**config.mk**
```make
export PLATFORM = sky130hd
export DESIGN_NAME = vend_fsm_param
export DESIGN_NICKNAME = d
export VERILOG_FILES = /design/src/rtl/vend_pkg.sv /design/src/rtl/vend_timeout_timer.sv /design/src/rtl/vend_fsm_param.sv
export SDC_FILE = /design/constraint.sdc
export NUM_CORES = 1
export LEC_CHECK = 0
export CAP_MARGIN = 30
export CORE_MARGIN = 8
export CORE_UTILIZATION = 64
export DETAILED_ROUTE_END_ITERATION = 8
export PLACE_DENSITY = 0.89
export SYNTH_ARGS = -nofsm -noshare
export SYNTH_HDL_FRONTEND = slang
export SYNTH_SLANG_ARGS = --single-unit
export TNS_END_PERCENT = 1
```
**constraint.sdc**
```tcl
create_clock -name clk -period 9.8 [get_ports clk]
set_clock_uncertainty 0.05 [all_clocks]
set_input_delay 1.96 -clock clk [delete_from_list [all_inputs] [get_ports clk]]
set_output_delay 1.96 -clock clk [all_outputs]
set_load 0.01 [all_outputs]
```
**src/rtl/vend_pkg.sv**
```systemverilog
// Shared encodings for the vending controller: state codes, keypad codes
// and the coin-key value map.
package vend_pkg;

  localparam int unsigned STATE_W = 3;

  // Enum values double as the display_state codes shown on D3-D5.
  typedef enum logic [STATE_W-1:0] {
    ST_IDLE     = 3'd0,
    ST_SELECT   = 3'd1,
    ST_PRICE    = 3'd2,
    ST_QTY      = 3'd3,
    ST_CONFIRM  = 3'd4,
    ST_PAY      = 3'd5,
    ST_DISPENSE = 3'd6
  } state_t;

  localparam logic [3:0] KEY_CANCEL  = 4'h0;
  localparam logic [3:0] KEY_COIN_2  = 4'h4;
  localparam logic [3:0] KEY_COIN_5  = 4'h5;
  localparam logic [3:0] KEY_COIN_10 = 4'h6;
  localparam logic [3:0] KEY_TAKE    = 4'h7;
  localparam logic [3:0] KEY_INC     = 4'hA;
  localparam logic [3:0] KEY_DEC     = 4'hB;
  localparam logic [3:0] KEY_OK      = 4'hC;
  localparam logic [3:0] KEY_CONFIRM = 4'hD;
  localparam logic [3:0] KEY_NEXT    = 4'hE;
  localparam logic [3:0] KEY_START   = 4'hF;

  // Zero means "not a coin key".
  function automatic logic [3:0] coin_value(input logic [3:0] key);
    case (key)
      KEY_COIN_2:  coin_value = 4'd2;
      KEY_COIN_5:  coin_value = 4'd5;
      KEY_COIN_10: coin_value = 4'd10;
      default:     coin_value = 4'd0;
    endcase
  endfunction

endpackage

```
**src/rtl/vend_timeout_timer.sv**
```systemverilog
// Idle timer: counts cycles since the last clear and flags expiry once it
// reaches TIMEOUT_CYC-1, holding there until cleared.
module vend_timeout_timer #(
  parameter int unsigned TIMEOUT_CYC = 50000000
) (
  input  logic clk,
  input  logic reset,
  input  logic clear,
  output logic expire
);

  localparam int unsigned CNT_W = (TIMEOUT_CYC > 1) ? $clog2(TIMEOUT_CYC) : 1;
  localparam logic [CNT_W-1:0] LAST = CNT_W'(TIMEOUT_CYC - 1);

  logic [CNT_W-1:0] count_q, count_d;

  // NOTE: every variable written here gets a value before any branch, so no
  // path leaves it unassigned and no latch can be inferred.
  always_comb begin
    count_d = count_q;
    if (clear)
      count_d = '0;
    else if (count_q != LAST)
      count_d = count_q + CNT_W'(1);
  end

  // NOTE: state registers use non-blocking assignment so every flop samples
  // the pre-edge values regardless of process ordering.
  always_ff @(posedge clk) begin
    if (reset) count_q <= '0;
    else       count_q <= count_d;
  end

  assign expire = (count_q == LAST);

endmodule

```
**src/rtl/vend_fsm_param.sv**
```systemverilog
// Parametrised vending-machine controller: select, quantity, payment,
// change, cancel/refund and idle timeout, with fully registered outputs.
module vend_fsm_param
  import vend_pkg::*;
#(
  parameter int unsigned NUM_PRODUCTS = 8,
  parameter int unsigned PRICE_W      = 8,
  parameter int unsigned QTY_MAX      = 9,
  parameter int unsigned TIMEOUT_CYC  = 50000000,
  parameter logic [NUM_PRODUCTS*PRICE_W-1:0] PRICE_TABLE = {
    PRICE_W'(20), PRICE_W'(20), PRICE_W'(20), PRICE_W'(2),
    PRICE_W'(5),  PRICE_W'(10), PRICE_W'(12), PRICE_W'(15)}
) (
  input  logic                    clk,
  input  logic                    reset,
  input  logic                    key_valid,
  input  logic [3:0]              key_code,
  input  logic [NUM_PRODUCTS-1:0] stock_empty,
  output logic [PRICE_W-1:0]      display_value,
  output logic [2:0]              display_state,
  output logic                    dispense,
  output logic [3:0]              dispense_id,
  output logic                    change_valid,
  output logic [PRICE_W-1:0]      change_amount,
  output logic                    error
);

  localparam int unsigned QTY_W  = $clog2(QTY_MAX + 1);
  localparam int unsigned PROD_W = PRICE_W + QTY_W;
  localparam logic [PRICE_W-1:0] PRICE_MAX = '1;

  state_t              state_q, state_d;
  logic [3:0]          sel_q, sel_d;
  logic [QTY_W-1:0]    qty_q, qty_d;
  logic [PRICE_W-1:0]  total_q, total_d;
  logic [PRICE_W-1:0]  credit_q, credit_d;
  logic [PRICE_W-1:0]  change_q, change_d;

  logic [PRICE_W-1:0]  display_q, display_d;
  logic                dispense_q, dispense_d;
  logic [3:0]          dispense_id_q, dispense_id_d;
  logic                change_valid_q, change_valid_d;
  logic [PRICE_W-1:0]  change_amount_q, change_amount_d;
  logic                error_q, error_d;

  // Lookups indexed directly by the 4-bit product number; unused slots read 0.
  logic [PRICE_W-1:0] price_arr [16];
  logic [15:0]        sold_out;

  for (genvar g = 0; g < 16; g++) begin : g_prod
    if (g >= 1 && g <= NUM_PRODUCTS) begin : g_on
      assign price_arr[g] = PRICE_TABLE[(g-1)*PRICE_W +: PRICE_W];
      assign sold_out[g]  = stock_empty[g-1];
    end else begin : g_off
      assign price_arr[g] = '0;
      assign sold_out[g]  = 1'b0;
    end
  end

  logic timer_clear, timer_expire;

  assign timer_clear = key_valid || (state_q == ST_IDLE) || (state_q == ST_DISPENSE);

  vend_timeout_timer #(.TIMEOUT_CYC(TIMEOUT_CYC)) u_timer (
    .clk    (clk),
    .reset  (reset),
    .clear  (timer_clear),
    .expire (timer_expire)
  );

  logic [PROD_W-1:0] qty_price;
  logic [31:0]       credit_sum;
  logic [3:0]        coin;
  logic              is_product;
  logic              abort;

  always_comb begin
    state_d         = state_q;
    sel_d           = sel_q;
    qty_d           = qty_q;
    total_d         = total_q;
    credit_d        = credit_q;
    change_d        = change_q;
    dispense_d      = 1'b0;
    dispense_id_d   = '0;
    change_valid_d  = 1'b0;
    change_amount_d = '0;
    error_d         = 1'b0;
    display_d       = '0;

    qty_price  = PROD_W'(qty_q) * PROD_W'(price_arr[sel_q]);
    coin       = coin_value(key_code);
    credit_sum = 32'(credit_q) + 32'(coin);
    is_product = (key_code != 4'd0) && (32'(key_code) <= NUM_PRODUCTS);

    unique case (state_q)
      ST_IDLE:
        if (key_valid && key_code == KEY_START) state_d = ST_SELECT;
      ST_SELECT:
        if (key_valid && is_product) begin
          if (sold_out[key_code]) begin
            error_d = 1'b1;
          end else begin
            sel_d   = key_code;
            state_d = ST_PRICE;
          end
        end
      ST_PRICE:
        if (key_valid && key_code == KEY_OK) begin
          qty_d   = QTY_W'(1);
          state_d = ST_QTY;
        end
      ST_QTY:
        if (key_valid) begin
          case (key_code)
            KEY_INC:
              if (qty_q == QTY_W'(QTY_MAX)) error_d = 1'b1;
              else                          qty_d   = qty_q + QTY_W'(1);
            KEY_DEC:
              if (qty_q == QTY_W'(1)) error_d = 1'b1;
              else                    qty_d   = qty_q - QTY_W'(1);
            KEY_NEXT:
              if (qty_price > PROD_W'(PRICE_MAX)) begin
                error_d = 1'b1;
              end else begin
                total_d = qty_price[PRICE_W-1:0];
                state_d = ST_CONFIRM;
              end
            default: ;
          endcase
        end
      ST_CONFIRM:
        if (key_valid && key_code == KEY_CONFIRM) begin
          credit_d = '0;
          state_d  = ST_PAY;
        end
      ST_PAY:
        // Payment completes one cycle after the covering coin registers.
        if (credit_q >= total_q) begin
          change_d = credit_q - total_q;
          state_d  = ST_DISPENSE;
        end else if (key_valid && coin != 4'd0) begin
          if (credit_sum > 32'(PRICE_MAX)) error_d  = 1'b1;
          else                             credit_d = credit_sum[PRICE_W-1:0];
        end
      ST_DISPENSE:
        if (key_valid && key_code == KEY_TAKE) begin
          dispense_d      = 1'b1;
          dispense_id_d   = sel_q;
          change_valid_d  = 1'b1;
          change_amount_d = change_q;
          state_d         = ST_IDLE;
        end
      default:
        state_d = ST_IDLE;
    endcase

    // Cancel and timeout share one exit; a key in the expiry cycle wins.
    abort = (state_q != ST_IDLE) && (state_q != ST_DISPENSE) &&
            ((key_valid && key_code == KEY_CANCEL) || (!key_valid && timer_expire));
    if (abort) begin
      state_d  = ST_IDLE;
      error_d  = 1'b0;
      credit_d = '0;
      if (credit_q != '0) begin
        change_valid_d  = 1'b1;
        change_amount_d = credit_q;
      end
    end

    unique case (state_d)
      ST_PRICE:    display_d = price_arr[sel_d];
      ST_QTY:      display_d = PRICE_W'(qty_d);
      ST_CONFIRM:  display_d = total_d;
      ST_PAY:      display_d = credit_d;
      ST_DISPENSE: display_d = change_d;
      default:     display_d = '0;
    endcase
  end

  always_ff @(posedge clk) begin
    if (reset) begin
      state_q         <= ST_IDLE;
      sel_q           <= '0;
      qty_q           <= '0;
      total_q         <= '0;
      credit_q        <= '0;
      change_q        <= '0;
      display_q       <= '0;
      dispense_q      <= 1'b0;
      dispense_id_q   <= '0;
      change_valid_q  <= 1'b0;
      change_amount_q <= '0;
      error_q         <= 1'b0;
    end else begin
      state_q         <= state_d;
      sel_q           <= sel_d;
      qty_q           <= qty_d;
      total_q         <= total_d;
      credit_q        <= credit_d;
      change_q        <= change_d;
      display_q       <= display_d;
      dispense_q      <= dispense_d;
      dispense_id_q   <= dispense_id_d;
      change_valid_q  <= change_valid_d;
      change_amount_q <= change_amount_d;
      error_q         <= error_d;
    end
  end

  assign display_value = display_q;
  assign display_state = state_q;
  assign dispense      = dispense_q;
  assign dispense_id   = dispense_id_q;
  assign change_valid  = change_valid_q;
  assign change_amount = change_amount_q;
  assign error         = error_q;

endmodule
```
==> impl_metrics.tcl <==
set metrics [dict create \
    outcome "finished clean" \
    p_leak_nw 2.33 \
    setup.worst_path.end_class "flop" \
    grt_pass1_wl_um 23400 \
    fin_crit_ns 5.39 \
    cap_viol_max_count 0 \
    cts_tree "built" \
    path_max_fanout 15 \
    place_worst_setup_slack_ns 4.15 \
    cp-start-kind "primary input" \
    grt_pass1_vias 4866 \
    reg2reg_to "display_value[7]$_SDFF_PP0_" \
    synth_top_area_share_pct 30.3 \
    seqPwrFrac_pct 53.8 \
    yosys-top-cells-area "dfxtp_1 (30%), ha_1 (8.1%), nor2_1 (6.2%), mux2i_1 (4.1%), fa_1 (2.9%)" \
    drc 0 \
    core_region_area_mm2 0.00855 \
    cts_sinks 84 \
    switching_power_mw 0.159 \
    clkLatencyLatePin_ns 0.36 \
    ys_seq_area_share_pct 30.3 \
    synth_commonest_cells "nor2_1 (92), dfxtp_1 (84), nand2_1 (40)" \
    synth-edff-count 0 \
    hold_depth 1 \
    async_flop_share_pct 0 \
    fin_nets 751 \
    final_cell_count_no_fill 805 \
    rrSetupSlack_ns 4.42 \
    antenna_cells 0 \
    ctsResizeCount 0 \
    final_util_pct 72.4 \
    slew-limit-headroom_pct 40.9 \
    yosysMostFrequentCell "nor2_1" \
    synth-simple-area-share_pct 27.0 \
    drive_gt1_share_pct 6.74 \
    fmax_mhz 186 \
    worstPathCellList "clkdlybuf4s50_1 -> mux2_4 -> a221oi_2 -> nor3_1 -> nor3_2 -> mux2i_1 -> ha_1 -> mux2i_1 -> o221a_1 -> o32ai_1" \
    portBuffers 40 \
    cpPeakStageDelay_ns 0.88 \
    rr_startpoint "sel_q[0]$_SDFF_PP0_" \
    ir_drop_mv 0.0726 \
    die_area_mm2 0.0119 \
    crit_type "in -> reg" \
    finalCritPeriodShare_pct 55.0 \
    holdPathEnd "dispense_id[1]$_SDFF_PP0_" \
    ctsHoldBuffers 0 \
    yosysTopAreaCell "dfxtp_1" \
    synth_ff_type "dfxtp_1" \
    internal_power_mw 0.477 \
    antenna_left 0 \
    syn_to_final_growth_pct 11.6 \
    viasPerCell 6.41 \
    gp_congestion 0.970 \
    worstHoldStart "sel_q[1]$_SDFF_PP0_" \
    path_clk_slew_ns 0.10 \
    firstDrtPassIters 7 \
    syn_nets 725 \
    yosys_warnings 0 \
    p_comb_share_pct 5.1 \
    die_w_um 109 \
    synthAdderAreaFrac_pct 11.0 \
    numCtsBuffers 9 \
    pin_count 41 \
    synth_compound_area_share_pct 16.3 \
    synth_mux_area_share_pct 5.43 \
    syn_area_mm2 0.00555 \
    cpMostUsedCell "mux2i_1" \
    vias 5159 \
    synth_top_family_by_area "simple AND/OR/NAND/NOR gates" \
    overflow 0 \
    ys_types 82 \
    cts_root_buf "clkbuf_8" \
    grt_start_max_net_pins 43 \
    rsz0062_at_grt "no" \
    dpl.cell_count 789 \
    p_per_area_mw_per_mm2 103 \
    place_hpwl_um 10900 \
    layout_setup_ws_ns 4.41 \
    clkPwrFrac_pct 41.1 \
    drt_iter0_markers 362 \
    syn_inst 666 \
    slowest_stage "clkdlybuf4s50_1" \
    cts.path.max_buffers 2 \
    hold_viol 0 \
    postCtsSetupBuffers 0 \
    wl_per_cell_um 18.0 \
    yosys_register_bits 84 \
    fp.dieH_um 109 \
    hold_path_class "reg -> reg" \
    cp_data_required_time_ns 9.98 \
    worst_pin_slew_ns 0.886 \
    grtUsageTotal_pct 24.5 \
    drv_slew 0 \
    initial_core_util_pct 64.9 \
    p_sw_share_pct 25.0 \
    worstRegToRegCells 18 \
    setup_tns_ns 0 \
    arrival_ns 5.57 \
    totalWireLength_um 14500 \
    setup_viol 0 \
    rows 34 \
    synth_xor_xnor_area_share_pct 5.05 \
    grt_antenna_before_repair 0 \
    synth_area_per_cell_um2 8.34 \
    cts_max_level 3 \
]
==> cell usage in the layout (no fill, tap or decap), types with 5 or more instances in the layout <==
master,count
fa_1,8
nand3b_1,5
xnor2_1,15
nand2_1,40
o21a_1,5
or3_1,12
a31oi_1,5
mux2i_1,23
o41ai_1,7
clkbuf_8,9
dfxtp_1,84
nor3_1,22
nor4_1,10
ha_1,36
a21oi_1,30
nand2b_1,7
clkdlybuf4s50_1,40
o31a_1,5
a22oi_1,9
nand4_1,9
xor2_1,17
nor2_1,92
nand3_1,18
inv_1,36
and2_1,21
a21o_1,5
o21ai_0,16
nor2b_1,10
==> worst max-delay path: cells and delay by family <==
kind                       cells  cell delay (ns)
buffers and inverters          1             0.88
muxes                          3             0.94
and+or+nand+nor                2             0.55
adders and majority gates      1             0.29
AOI/OAI and AO/OA              3             0.94
==> final cells by class <==
| cell class | count | area (um2) |
|---|---|---|
| inverters | 37 | 139 |
| well taps | 108 | 135 |
| flip-flops and latches | 84 | 1680 |
| clock buffers | 9 | 124 |
| multi-input cells | 516 | 3600 |
| fillers | 650 | 2360 |
| clock inverters | 7 | 82.6 |
| repair buffers | 44 | 430 |
==> stage by stage <==
step           hold WS [ns]  area (um2)  total power [mW]
3_5_place_dp          0.442        5990             0.382
5_1_grt               0.477        6190             0.652
2_1_floorplan         0.402        5550             0.370
4_1_cts               0.464        6190             0.634
6_report              0.460        6190             0.635
3_3_place_gp          0.432        5980             0.381
==> worst max-delay path by stage <==
stage,start,endpoint,slack (ns),depth (start not counted)
floorplan,sel_q[0]$_SDFF_PP0_,display_value[0]$_SDFF_PP0_,5.27,19
global placement,key_code[0],display_value[0]$_SDFF_PP0_,4.19,10
detailed placement,key_code[0],display_value[0]$_SDFF_PP0_,4.15,10
CTS,key_code[0],display_value[0]$_SDFF_PP0_,4.51,10
global route,sel_q[0]$_SDFF_PP0_,display_value[7]$_SDFF_PP0_,3.91,18
finish,key_code[0],display_value[0]$_SDFF_PP0_,4.41,10
==> sequential cells by signal, indices dropped and copies added, names as in the netlist <==
| signal | count |
|---|---|
| credit_q | 8 |
| qty_q | 4 |
| change_q | 8 |
| u_timer.count_q | 26 |
| sel_q | 4 |
| change_amount | 8 |
| total_q | 8 |
| display_state | 3 |
| dispense | 1 |
| change_valid | 1 |
| dispense_id | 4 |
| display_value | 8 |
| error | 1 |
==> power groups by stage <==
stage               registers [mW]  logic, mW  clock network [mW]
detailed placement           0.350     0.0317                   0
CTS                          0.342     0.0318               0.261
finish                       0.342     0.0325               0.261
floorplan                    0.349     0.0210                   0
global placement             0.350     0.0310                   0
global route                 0.342     0.0353               0.274
==> logic make-up after synthesis <==
logic type	count (synthesis)
and+or+nand+nor	285
AOI/OAI and AO/OA	127
DFF	84
buffers and inverters	66
adders and majority gates	44
xor gates and xnor gates	32
muxes	28
==> routing by layer <==
| metal | global-route usage, % | up-vias | part of all wire [%] |
|---|---|---|---|
| met1 | 31.4 | 2410 | 42 |
| li1 | - | 2434 | - |
| met4 | 9.48 | 0 | 3.1 |
| met3 | 4.31 | 45 | 8.1 |
| met2 | 40.0 | 270 | 47 |
| met5 | 0 | - | 0 |
Note: power is estimated with default switching activity, not from simulation.
